### config.mk
export PLATFORM = sky130hd
export DESIGN_NAME = dual_issue_router
export DESIGN_NICKNAME = d
export VERILOG_FILES = /design/src/rtl/dual_issue_router.sv
export SDC_FILE = /design/constraint.sdc
export NUM_CORES = 1
export LEC_CHECK = 0
export ABC_AREA = 1
export CAP_MARGIN = 10
export CORE_ASPECT_RATIO = 0.7
export CORE_MARGIN = 2
export CORE_UTILIZATION = 50
export CTS_CLUSTER_SIZE = 24
export DETAILED_ROUTE_END_ITERATION = 8
export HOLD_SLACK_MARGIN = 0.08
export PLACE_DENSITY = 0.8
export SLEW_MARGIN = 0
export SYNTH_ARGS = -nofsm -noshare
export SYNTH_HDL_FRONTEND = slang
export SYNTH_SLANG_ARGS = --single-unit
### constraint.sdc
create_clock -name clk -period 4.2 [get_ports clk]
set_clock_uncertainty 0.2 [all_clocks]
set_input_delay 0.84 -clock clk [delete_from_list [all_inputs] [get_ports clk]]
set_output_delay 0.84 -clock clk [all_outputs]
set_load 0.02 [all_outputs]
### src/rtl/dual_issue_router.sv
// Issue stage behind fetch: classifies each word of an instruction pair to the even or odd pipe
// and issues up to one instruction per pipe per cycle, splitting conflicting pairs over two cycles.
module dual_issue_router #(
  parameter int INST_W = 32,
  parameter int REG_W  = 7,
  parameter int CNT_W  = 16
) (
  input  logic                clk,
  input  logic                reset,
  input  logic                flush,
  input  logic                pipe_stall,
  input  logic [2*INST_W-1:0] inst_pair,
  output logic                stall,
  output logic [INST_W-1:0]   even_inst,
  output logic                even_valid,
  output logic [INST_W-1:0]   odd_inst,
  output logic                odd_valid,
  output logic [CNT_W-1:0]    issue_count
);

  localparam logic [0:0] ST_ISSUE = 1'b0;
  localparam logic [0:0] ST_SPLIT = 1'b1;

  logic [0:0]        r_state;
  logic [INST_W-1:0] r_even_inst;
  logic [INST_W-1:0] r_odd_inst;
  logic              r_even_valid;
  logic              r_odd_valid;
  logic [CNT_W-1:0]  r_count;

  logic [INST_W-1:0] w_s0;
  logic [INST_W-1:0] w_s1;
  logic [1:0]        w_cls0;
  logic [1:0]        w_cls1;
  logic              w_v0;
  logic              w_v1;
  logic              w_odd0;
  logic              w_odd1;
  logic              w_raw;
  logic              w_conflict;
  logic              w_iss_s0;
  logic              w_iss_s1;
  logic              w_ev;
  logic              w_ov;
  logic [INST_W-1:0] w_ei;
  logic [INST_W-1:0] w_oi;
  logic [1:0]        w_n;
  logic [0:0]        w_next_state;

  assign w_s0   = inst_pair[INST_W-1:0];
  assign w_s1   = inst_pair[2*INST_W-1:INST_W];
  assign w_cls0 = w_s0[INST_W-1:INST_W-2];
  assign w_cls1 = w_s1[INST_W-1:INST_W-2];
  assign w_v0   = (w_s0 != {INST_W{1'b1}});
  assign w_v1   = (w_s1 != {INST_W{1'b1}});
  // Classes 01 and 10 go to the odd pipe, 00 and 11 to the even pipe.
  assign w_odd0 = ^w_cls0;
  assign w_odd1 = ^w_cls1;

  assign w_raw = (w_s1[2*REG_W-1:REG_W]   == w_s0[REG_W-1:0]) ||
                 (w_s1[3*REG_W-1:2*REG_W] == w_s0[REG_W-1:0]);

  // A branch in slot0 always issues alone so slot1 never runs ahead of its resolution.
  assign w_conflict = w_v0 && w_v1 && ((w_odd0 == w_odd1) || w_raw || (w_cls0 == 2'b10));

  assign stall = ~reset & (pipe_stall | ((r_state == ST_ISSUE) & w_conflict & ~flush));

  always_comb begin
    w_iss_s0 = 1'b0;
    w_iss_s1 = 1'b0;
    if (r_state == ST_SPLIT) begin
      w_iss_s1 = w_v1;
    end else if (w_conflict) begin
      w_iss_s0 = 1'b1;
    end else begin
      w_iss_s0 = w_v0;
      w_iss_s1 = w_v1;
    end
  end

  // Without a conflict the two valid slots target different pipes, so no overwrite occurs.
  always_comb begin
    w_ev = 1'b0;
    w_ov = 1'b0;
    w_ei = r_even_inst;
    w_oi = r_odd_inst;
    if (w_iss_s0) begin
      if (w_odd0) begin
        w_ov = 1'b1;
        w_oi = w_s0;
      end else begin
        w_ev = 1'b1;
        w_ei = w_s0;
      end
    end
    if (w_iss_s1) begin
      if (w_odd1) begin
        w_ov = 1'b1;
        w_oi = w_s1;
      end else begin
        w_ev = 1'b1;
        w_ei = w_s1;
      end
    end
  end

  assign w_n          = {1'b0, w_iss_s0} + {1'b0, w_iss_s1};
  assign w_next_state = ((r_state == ST_ISSUE) && w_conflict) ? ST_SPLIT : ST_ISSUE;

  always_ff @(posedge clk) begin
    if (reset) begin
      r_state      <= ST_ISSUE;
      r_even_inst  <= '0;
      r_odd_inst   <= '0;
      r_even_valid <= 1'b0;
      r_odd_valid  <= 1'b0;
      r_count      <= '0;
    end else if (flush) begin
      r_state      <= ST_ISSUE;
      r_even_valid <= 1'b0;
      r_odd_valid  <= 1'b0;
    end else if (!pipe_stall) begin
      r_state      <= w_next_state;
      r_even_inst  <= w_ei;
      r_odd_inst   <= w_oi;
      r_even_valid <= w_ev;
      r_odd_valid  <= w_ov;
      r_count      <= r_count + CNT_W'(w_n);
    end
  end

  assign even_inst   = r_even_inst;
  assign even_valid  = r_even_valid;
  assign odd_inst    = r_odd_inst;
  assign odd_valid   = r_odd_valid;
  assign issue_count = r_count;

endmodule
# Word level (Yosys, flattened, before mapping)
# Cells that the tools add are included.
# totals
register_bits	83
inputBits	68
wordCells	53
# op_classes
n_addsub	2
eq_ne	6
muxes	21
bitwise_logic	8
reduce_logical	10
# op_table
op	count
$mux W32	8
$ne A32 B32 Y1 const B	2
$add A16 B2 Y16	1
$eq A7 B7 Y1	2
$mux W1	13
$not A1 Y1	4
$reduce_xor A2 Y1	2
$and A1 B1 Y1	3
$logic_and A1 B1 Y1	3
$logic_or A1 B1 Y1	3
$add A1 B1 Y2	1
$eq A2 B2 Y1 const B	1
$reduce_and A2 Y1	1
$reduce_or A2 Y1	1
$eq A1 B1 Y1	1
$or A1 B1 Y1	1

# Logic depth before layout (Yosys ltp)
# Gate-level depths: netlist (run 1).
# depth
depth_word	10
mapped_depth	19
ltp_nobuf	18

# Worst setup path after synthesis (run 1)
# OpenSTA, ideal clock, no wires.
# synth_timing
kind	input-to-reg
startpoint	input inst_pair[62]
endpoint	register r_count[12] (netlist: issue_count[12])
setup_time_ns	0.080
t_arrival_ns	3.214
path_slack_ns	0.706
stages	16
cell_sequence	ha_1 buf_2 inv_2 nand2_1 a21oi_1 nand3_2 a21oi_1 fa_1 ha_1 nand2_1 nor3_1 nand2_1 nor2_2 nand4_1 o21ai_1 nor3b_1
# synth_via
elab_chain_len	9
word_cells_on_any_way	13
classes_between	2 x add/sub; 2 x eq/ne; 4 x mux; 5 x reduce/logical
# synth_rtl
item	line	text
start, declared	12	input logic [2*INST_W-1:0] inst_pair,
parallel branches: the longest is 7 deep, another holds $ne A32 B32 Y1	--	
$add A1 B1 Y2 (*)	107	assign w_n = {1'b0, w_iss_s0} + {1'b0, w_iss_s1};
$add A16 B2 Y16 (*)	128	r_count <= r_count + CNT_W'(w_n);
end signal, assigned	128	
end, declared	29	logic [CNT_W-1:0] r_count;
# Mark *: on every way between the ends.
# A chain may end at the register's enable or synchronous reset.

# Worst setup path in the final report (run 1)
# layout_timing
startpoint	input inst_pair[31]
endpoint	output stall
# layout_via
elab_chain_len	9
word_cells_on_any_way	12
classes_between	3 x eq/ne; 4 x bitwise; 5 x reduce/logical
# layout_rtl
item	line	text
parallel branches: the longest is 4 deep, another holds $ne A32 B32 Y1	--	
$logic_and A1 B1 Y1 (*)	64	assign w_conflict = w_v0 && w_v1 && ((w_odd0 == w_odd1) || w_raw || (w_cls0 == 2'b10));
$and A1 B1 Y1 (*) (2 in a row)	66	assign stall = ~reset & (pipe_stall | ((r_state == ST_ISSUE) & w_conflict & ~flush));
$or A1 B1 Y1 (*)	66	
$and A1 B1 Y1 (*)	66	
end, declared	13	output logic stall,
# Marked as above.

==> results of run 1 <==
-- cells in the mapped netlist, drive strengths merged (2+ instances only) --
| cell | count | area [µm²] |
|---|---|---|
| nand2 | 485 | 1850 |
| dfxtp | 83 | 1660 |
| a31oi | 2 | 12.5 |
| xnor2 | 5 | 43.8 |
| o21ai | 62 | 310 |
| clkbuf | 30 | 113 |
| nor3 | 7 | 35.0 |
| nand3 | 75 | 405 |
| buf | 47 | 363 |
| ha | 4 | 50.1 |
| o21a | 2 | 15.0 |
| a21oi | 77 | 385 |
| nor2 | 38 | 170 |
| xor2 | 3 | 26.3 |
| inv | 147 | 552 |
| nand4 | 70 | 438 |
-- power by group --
group / total [mW] / internal (mW) / switching (mW)
registers: 0.876 / 0.829 / 0.0474
logic: 0.766 / 0.295 / 0.471
clock network: 0.888 / 0.539 / 0.349
total: 2.53 / 1.66 / 0.867
-- worst min-delay path: stages (launching register included) --
cell and delay [ns]:
sky130_fd_sc_hd__dfxtp_1 0.33, sky130_fd_sc_hd__nand2_1 0.07, sky130_fd_sc_hd__a21oi_1 0.05
-- final cells by class --
class	count	area [µm²]
Timing Repair Buffer	172	1660
Clock inverter	6	87.6
Tap cell	162	203
Clock buffer	10	239
Sequential cell	83	1660
Inverter	148	556
Fill cell	1241	4310
Multi-Input combinational cell	834	3790
-- stage by stage --
stage	instance area [µm²]	worst slack [ns]	utilization	std cells	power, mW
floorplan	6470	0.706	-	1142	1.40
global placement	7860	0.140	0.629	1399	1.63
detailed placement	7860	0.00700	0.629	1399	1.64
CTS	8190	0.140	0.655	1415	2.52
global route	8200	0.0186	0.655	1415	2.65
finish	8200	0.148	0.655	1415	2.53
-- worst max path at each step --
stage / end / slack [ns] / depth (start not counted)
3_5_place_dp: issue_count[12]$_SDFFE_PP0P_ / 0.007 / 16
3_3_place_gp: issue_count[12]$_SDFFE_PP0P_ / 0.14 / 16
4_1_cts: stall / 0.14 / 9
2_1_floorplan: issue_count[12]$_SDFFE_PP0P_ / 0.71 / 16
5_1_grt: stall / 0.02 / 12
6_report: stall / 0.15 / 12
-- flip-flops by register name, indices dropped and copies added (netlist names) --
name and cells:
even_inst 32, odd_inst 32, issue_count 16, even_valid 1, odd_valid 1, r_state 1
-- logic make-up after synthesis --
group / Yosys count
AO/OA/AOI/OAI: 143
XOR/XNOR: 8
adder cells (fa/ha/maj): 5
buffers and inverters: 225
flip-flops: 83
AND/OR/NAND/NOR: 678
-- what timing repair did --
item | 4_1_cts | 5_1_grt
resized for setup | 0 | 2
endpoints found under the setup margin | 0 | 2
setup buffers | 0 | 0
-- per-layer routing --
metal,GRT usage,vias to the layer above
met4,0.0938,0
met3,0.0660,52
met1,0.414,3335
li1,-,3817
met5,0,-
met2,0.457,391
==> results.txt, run 1 <==
The floorplan die height came out at 99.2 µm. The overall fraction of global-route tracks in use came out at 0.296. The net count of the mapped netlist came out at 1,215. The xor and xnor fraction of the mapped netlist area came out at 0.0108. The global-route wire length before repair came out at 33,800 µm.

The number of enable flip-flop cells after synthesis is 0. In the synthesized netlist the dominant register cell turns out to be sky130_fd_sc_hd__dfxtp_1. For the pin with the worst max-slew slack, the measured transition is 0.830 ns. The effective utilization at floorplan is 0.517. The remaining max-slew budget at the tightest pin came out at 0.446. The number of hold-repair buffers added at the cts stage came out at 0.

The routed design uses 8860 µm of met2 wire. The detailed-route wire length on metal 1 is 9320 µm. TritonCTS created 9 clock buffers. The total DRC errors in the routed layout is 0. The multiplexer share of the synthesized area came out at 0. The H-tree was split into 3 levels.

The routed wirelength normalized by instance count came out at 14.8 µm. The placer's final routability congestion estimate came out at 0.906. Using the TritonRoute via totals, the vias-per-cell ratio works out to 5.37. The per-instance average area after synthesis is 5.67 µm². Tracing the worst setup path back leads to its startpoint at inst_pair[31].

The simple-gate area share of the yosys netlist came out at 0.451. Of the total synthesized cell area, the portion taken by full adders, half adders and majority gates is 0.0108. Across all layers, the routed design uses 7,595 vias. The top cell types in the final layout, fill and taps aside, are 482 x sky130_fd_sc_hd__nand2_1, 149 x sky130_fd_sc_hd__clkdlybuf4s50_1, 123 x sky130_fd_sc_hd__inv_1.

The run finished with clean final reports. The area added between synthesis and finish came out at 26.7%. The worst min-delay path startpoint is odd_inst[18]$_SDFFE_PP0P_. In this run the clock root is driven by a sky130_fd_sc_hd__clkbuf_16. The maximum root-to-sink buffer count is 2. The leakage power came out at 3.68 nW. Counting instances, the worst hold path has a depth of 2.

The worst register-to-register path ends at issue_count[12]$_SDFFE_PP0P_. The initial antenna violation count is 0. In this run the worst path has a maximum fanout of 4.

For this run, the top clock speed supported by timing is 247 MHz. Hold timing on the final database bottoms out at a slack of 0.297 ns. The worst setup path is captured at an output pin.

The ratio of cells with drive above 1 in the final layout came out at 0.0623. The max-cap check violation count is 0. The worst flop-to-flop path startpoint is r_state$_SDFFE_PP0N_.

The cell area that synthesis handed to floorplanning was 6470 µm². The buffers plus inverters on the worst setup path is 3. The final critical-path required period is 4.05 ns. The clock network latency to the later pin of the worst-skew pair came out at 0.34 ns. The library cell used most frequently in the layout, excluding fill and tap cells, is sky130_fd_sc_hd__nand2_1. The total wire length after detailed routing came out at 20,900 µm. In this run the tool buffered the top-level ports with 150 buffer cells. The number of global-route vias before repair came out at 6,809.

Entering global routing, the biggest net connects 72 pins. The cell count after synthesis came out at 1,142. The floorplan step defined a core boundary enclosing 12,500 µm². The worst-case register-to-register setup slack came out at 1.71 ns. During synthesis, Yosys emitted a total of 0 warnings. The min-delay analysis places its worst path in the category reg -> reg. The row count came out at 34. The final HPWL from detailed placement is 13,600 µm.

The clock transition at the register clock pins on the worst setup and hold paths after CTS is 0.06 ns. The path with the worst hold slack has its endpoint at odd_inst[18]$_SDFFE_PP0P_. The worst setup path is launched from an input port.

The top-level I/O count came out at 151. The die footprint is 13,900 µm². The number of max-slew violations in the final report came out at 0. The largest single stage delay on the critical path is 0.63 ns.

The detailed router's first-iteration violation count came out at 806. After synthesis, the largest family of logic cells by area is simple AND/OR/NAND/NOR gates. The leftover overflow at the end of global routing came out at 0. The synthesis-stage register bit count came out at 83. The arrival time at the worst endpoint is 3.01 ns. Detailed routing placed a total of 2280 µm of wire on met3. The kind of cell adding the most delay to the critical path is buffers and inverters. Dividing total power by cell area gives a power density of 309 nW/µm². In this run the top signal layer used is met4.

The post-route clock period utilization came out at 0.965. The worst voltage drop across the vdd grid came out at 0.000232 V. The aggregate negative setup slack came out at 0 ns. The TritonCTS clock tree is yes. The worst path required time came out at 3.16 ns.

Setup repair after global routing left no endpoint under its margin. Walking the worst path, the cells encountered are clkdlybuf4s50_1, ha_1, inv_1, nor2_1, nand2_1, nor2_1, nand2_2, nand2_4, nor2_4, nand3_1, o21ai_0, clkdlybuf4s50_1. The post-synthesis compound-gate area fraction is 0.112. For this run, the register share of the synthesized area comes to 0.257. The cell depth of the worst flop-to-flop path came out at 13. The count of nets left with antenna violations once routing finished came out at 0. The width of the chip is 140 µm. For this run, the post-layout net count is 1,321. The synthesized netlist contains 34 unique library cells.

After synthesis, the share of flip-flops with an asynchronous set or reset is 0. The diode insertion count for antenna repair came out at 0. The number of sinks on the clock net is 83. The final hold violation count came to 0.

The first detailed-routing pass took 6 iterations. Among all stages on the critical path, the largest delay is contributed by sky130_fd_sc_hd__clkdlybuf4s50_1. The type of the setup path with the least slack is in -> out. Setup violations remaining at the end of the flow were counted as 0.
(Power assumes the default switching activity.)
==> run 2: changes to the inputs <==
Settings changed: CORE_MARGIN 2 to 8.
Clock period 4.2 ns to 4.8 ns, I/O delays scaled along.
==> run 2 against run 1 <==
Compared with the run above: register-to-register slack better by 0.54 ns; final cell count decreased by 0.64%; total power decreased by 17%; critical path type unchanged.
==> results.txt, run 2 (synthesis results as in run 1) <==
Outcome: finished, final reports clean (unchanged). The worst voltage drop across the vdd grid is 0.000180 V (was 0.000232 V). The floorplan die height came out at 111 µm (was 99.2 µm). The number of sinks on the clock net is 83 (unchanged). The number of buffers created by CTS came out at 9 (unchanged). The maximum root-to-sink buffer count came out at 2 (unchanged).

The count of endpoints failing setup in the final report is 0 (unchanged). The met3 wire length was 2400 µm (was 2280 µm). The number of max-slew violations in the final report was 0 (unchanged).

The number of buffers added for setup after CTS is 0 (unchanged). The class of the worst hold path is reg -> reg (unchanged). The overall via count from detail_route is 7,430 (was 7,595). The global-route wire length before repair is 35,000 µm (was 33,800 µm). Subtracting the final worst setup slack from the clock period gives 4.32 ns.

The initial antenna violation count came out at 0 (unchanged). The arrival time at the worst endpoint is 3.16 ns (was 3.01 ns). The endpoint class of the critical path is an output pin (unchanged). The commonest non-fill, non-tap cell in the layout is sky130_fd_sc_hd__nand2_1 (unchanged). The count of filler cells inserted in the layout is 1,199 (was 1,241). Leading cell types in the layout, fill and taps excluded: 482 x sky130_fd_sc_hd__nand2_1, 149 x sky130_fd_sc_hd__clkdlybuf4s50_1, 123 x sky130_fd_sc_hd__inv_1 (unchanged). The effective utilization at floorplan is 0.517 (unchanged).

The aggregate negative setup slack was 0 ns (unchanged). The leftover overflow at the end of global routing came out at 0 (unchanged). The final HPWL from detailed placement is 14,100 µm (was 13,600 µm). The number of antenna-violating nets in the routed design was 0 (unchanged). The overall fraction of global-route tracks in use is 0.245 (was 0.296). The total number of nets in the final design came out at 1,312 (was 1,321).

The total DRC errors in the routed layout is 0 (unchanged). The top fanout value on the critical path is 4 (unchanged). The routed length on met2 came out at 9070 µm (was 8860 µm). The count of instances resized after the clock tree is built is 0 (unchanged). The final hold violation count came out at 0 (unchanged). The number of input and output port buffers inserted is 150 (unchanged). The utilization after layout came out at 0.646 (was 0.655). The ratio of cells with drive above 1 in the final layout is 0.0539 (was 0.0623).

The worst path required time came to 3.64 ns (was 3.16 ns). RSZ-0062 raised after global routing: false (unchanged). The leakage power came out at 3.60 nW (was 3.68 nW). The number of detailed-route iterations in the first pass is 6 (unchanged).

The detailed router's first-iteration violation count was 738 (was 806). The max-cap check violation count is 0 (unchanged). The type of the setup path with the least slack was in -> out (unchanged). The TritonCTS clock tree is yes (unchanged). The root buffer cell is sky130_fd_sc_hd__clkbuf_16 (unchanged). The transition time at the pin with the least slew margin was 0.875 ns (was 0.830 ns). The worst-case register-to-register setup slack is 2.25 ns (was 1.71 ns).

Based on the critical path, the design can be clocked at up to 231 MHz. The total core area came out at 12,500 µm² (unchanged). The routed wirelength normalized by instance count was 15.2 µm (was 14.8 µm).

The power consumption is 2.11 mW (was 2.53 mW). The clock transition at the register clock pins on the worst setup and hold paths after CTS is 0.06 ns (about the same). The diode insertion count for antenna repair came out at 0 (unchanged). The row count is 34 (unchanged). The highest routing layer actually used is met4 (unchanged). The pin count of the biggest net entering global routing came to 73 (was 72). The die footprint came out at 16,900 µm² (was 13,900 µm²). The area added between synthesis and finish came to 24.9% (was 26.7%). The width of the chip came out at 152 µm (was 140 µm). The sort of element at the start of the critical path is an input port (unchanged).

The H-tree depth reported by CTS is 3 (unchanged). The number of hold-repair buffers added at the cts stage is 0 (unchanged). The total wire length after detailed routing is 21,400 µm (was 20,900 µm). Dividing the final minimum period by the clock period gives 0.900. The number of vias per cell after detailed routing was 5.28 (was 5.37). The top-level I/O count is 151 (unchanged). The clock network latency to the later pin of the worst-skew pair is 0.35 ns (was 0.34 ns).

The number of global-route vias before repair was 6,824 (was 6,809). The detailed-route wire length on metal 1 came to 9750 µm (was 9320 µm). The remaining max-slew budget at the tightest pin came to 0.417 (was 0.446). The placer's final routability congestion estimate came out at 0.912 (was 0.906). The cell area power density came out at 261 nW/µm² (was 309 nW/µm²).
[run 2: layer usage]
layer,vias up,track usage
li1,3800,-
met2,331,0.366
met5,-,0
met3,19,0.0818
met1,3280,0.333
met4,0,0.0513
[run 2: final cells by class]
type | instances | area (µm²) | area share
multi-input combinational | 834 | 3780 | 0.468
sequential | 83 | 1660 | 0.206
timing repair buffer | 163 | 1590 | 0.197
inverter | 148 | 556 | 0.0687
clock buffer | 10 | 239 | 0.0296
tap | 162 | 203 | 0.0251
clock inverter | 6 | 48.8 | 0.00604
[run 2: report_power, final]
part,total [mW],switching [mW],internal [mW]
combinational,0.658,0.407,0.251
clock,0.686,0.316,0.370
sequential,0.765,0.0394,0.725
total,2.11,0.762,1.35
[run 2: worst max-delay path: stages]
cell	delay (ns)
sky130_fd_sc_hd__clkdlybuf4s50_1	0.48
sky130_fd_sc_hd__inv_1	0.07
sky130_fd_sc_hd__ha_2	0.36
sky130_fd_sc_hd__nand2_1	0.06
sky130_fd_sc_hd__a21oi_1	0.21
sky130_fd_sc_hd__nand3_2	0.18
sky130_fd_sc_hd__nand3_1	0.14
sky130_fd_sc_hd__o21ai_0	0.10
sky130_fd_sc_hd__clkdlybuf4s50_1	0.59
[run 2: worst paths after layout]
kind / endpoint / cells after the start / from
min reg2reg: odd_inst[19]$_SDFFE_PP0P_ / 2 / odd_inst[19]$_SDFFE_PP0P_
max: stall / 9 / inst_pair[30]
min: odd_inst[19]$_SDFFE_PP0P_ / 2 / odd_inst[19]$_SDFFE_PP0P_
max reg2reg: issue_count[12]$_SDFFE_PP0P_ / 13 / r_state$_SDFFE_PP0N_
[run 2: metrics by stage]
stage | worst slack (ns) | instance area, µm² | hold slack [ns] | cells
4_1_cts | 0.479 | 8080 | 0.299 | 1406
3_3_place_gp | 0.514 | 7790 | 0.285 | 1390
2_1_floorplan | 1.19 | 6470 | 0.303 | 1142
3_5_place_dp | 0.435 | 7790 | 0.289 | 1390
6_report | 0.478 | 8080 | 0.298 | 1406
5_1_grt | 0.309 | 8080 | 0.316 | 1406
==> run 3: changes to the inputs <==
Settings changed: CTS_CLUSTER_SIZE 24 to 40.
==> results of run 3 <==
No change in the layout: final DEF, timing and power equal those of run 2.
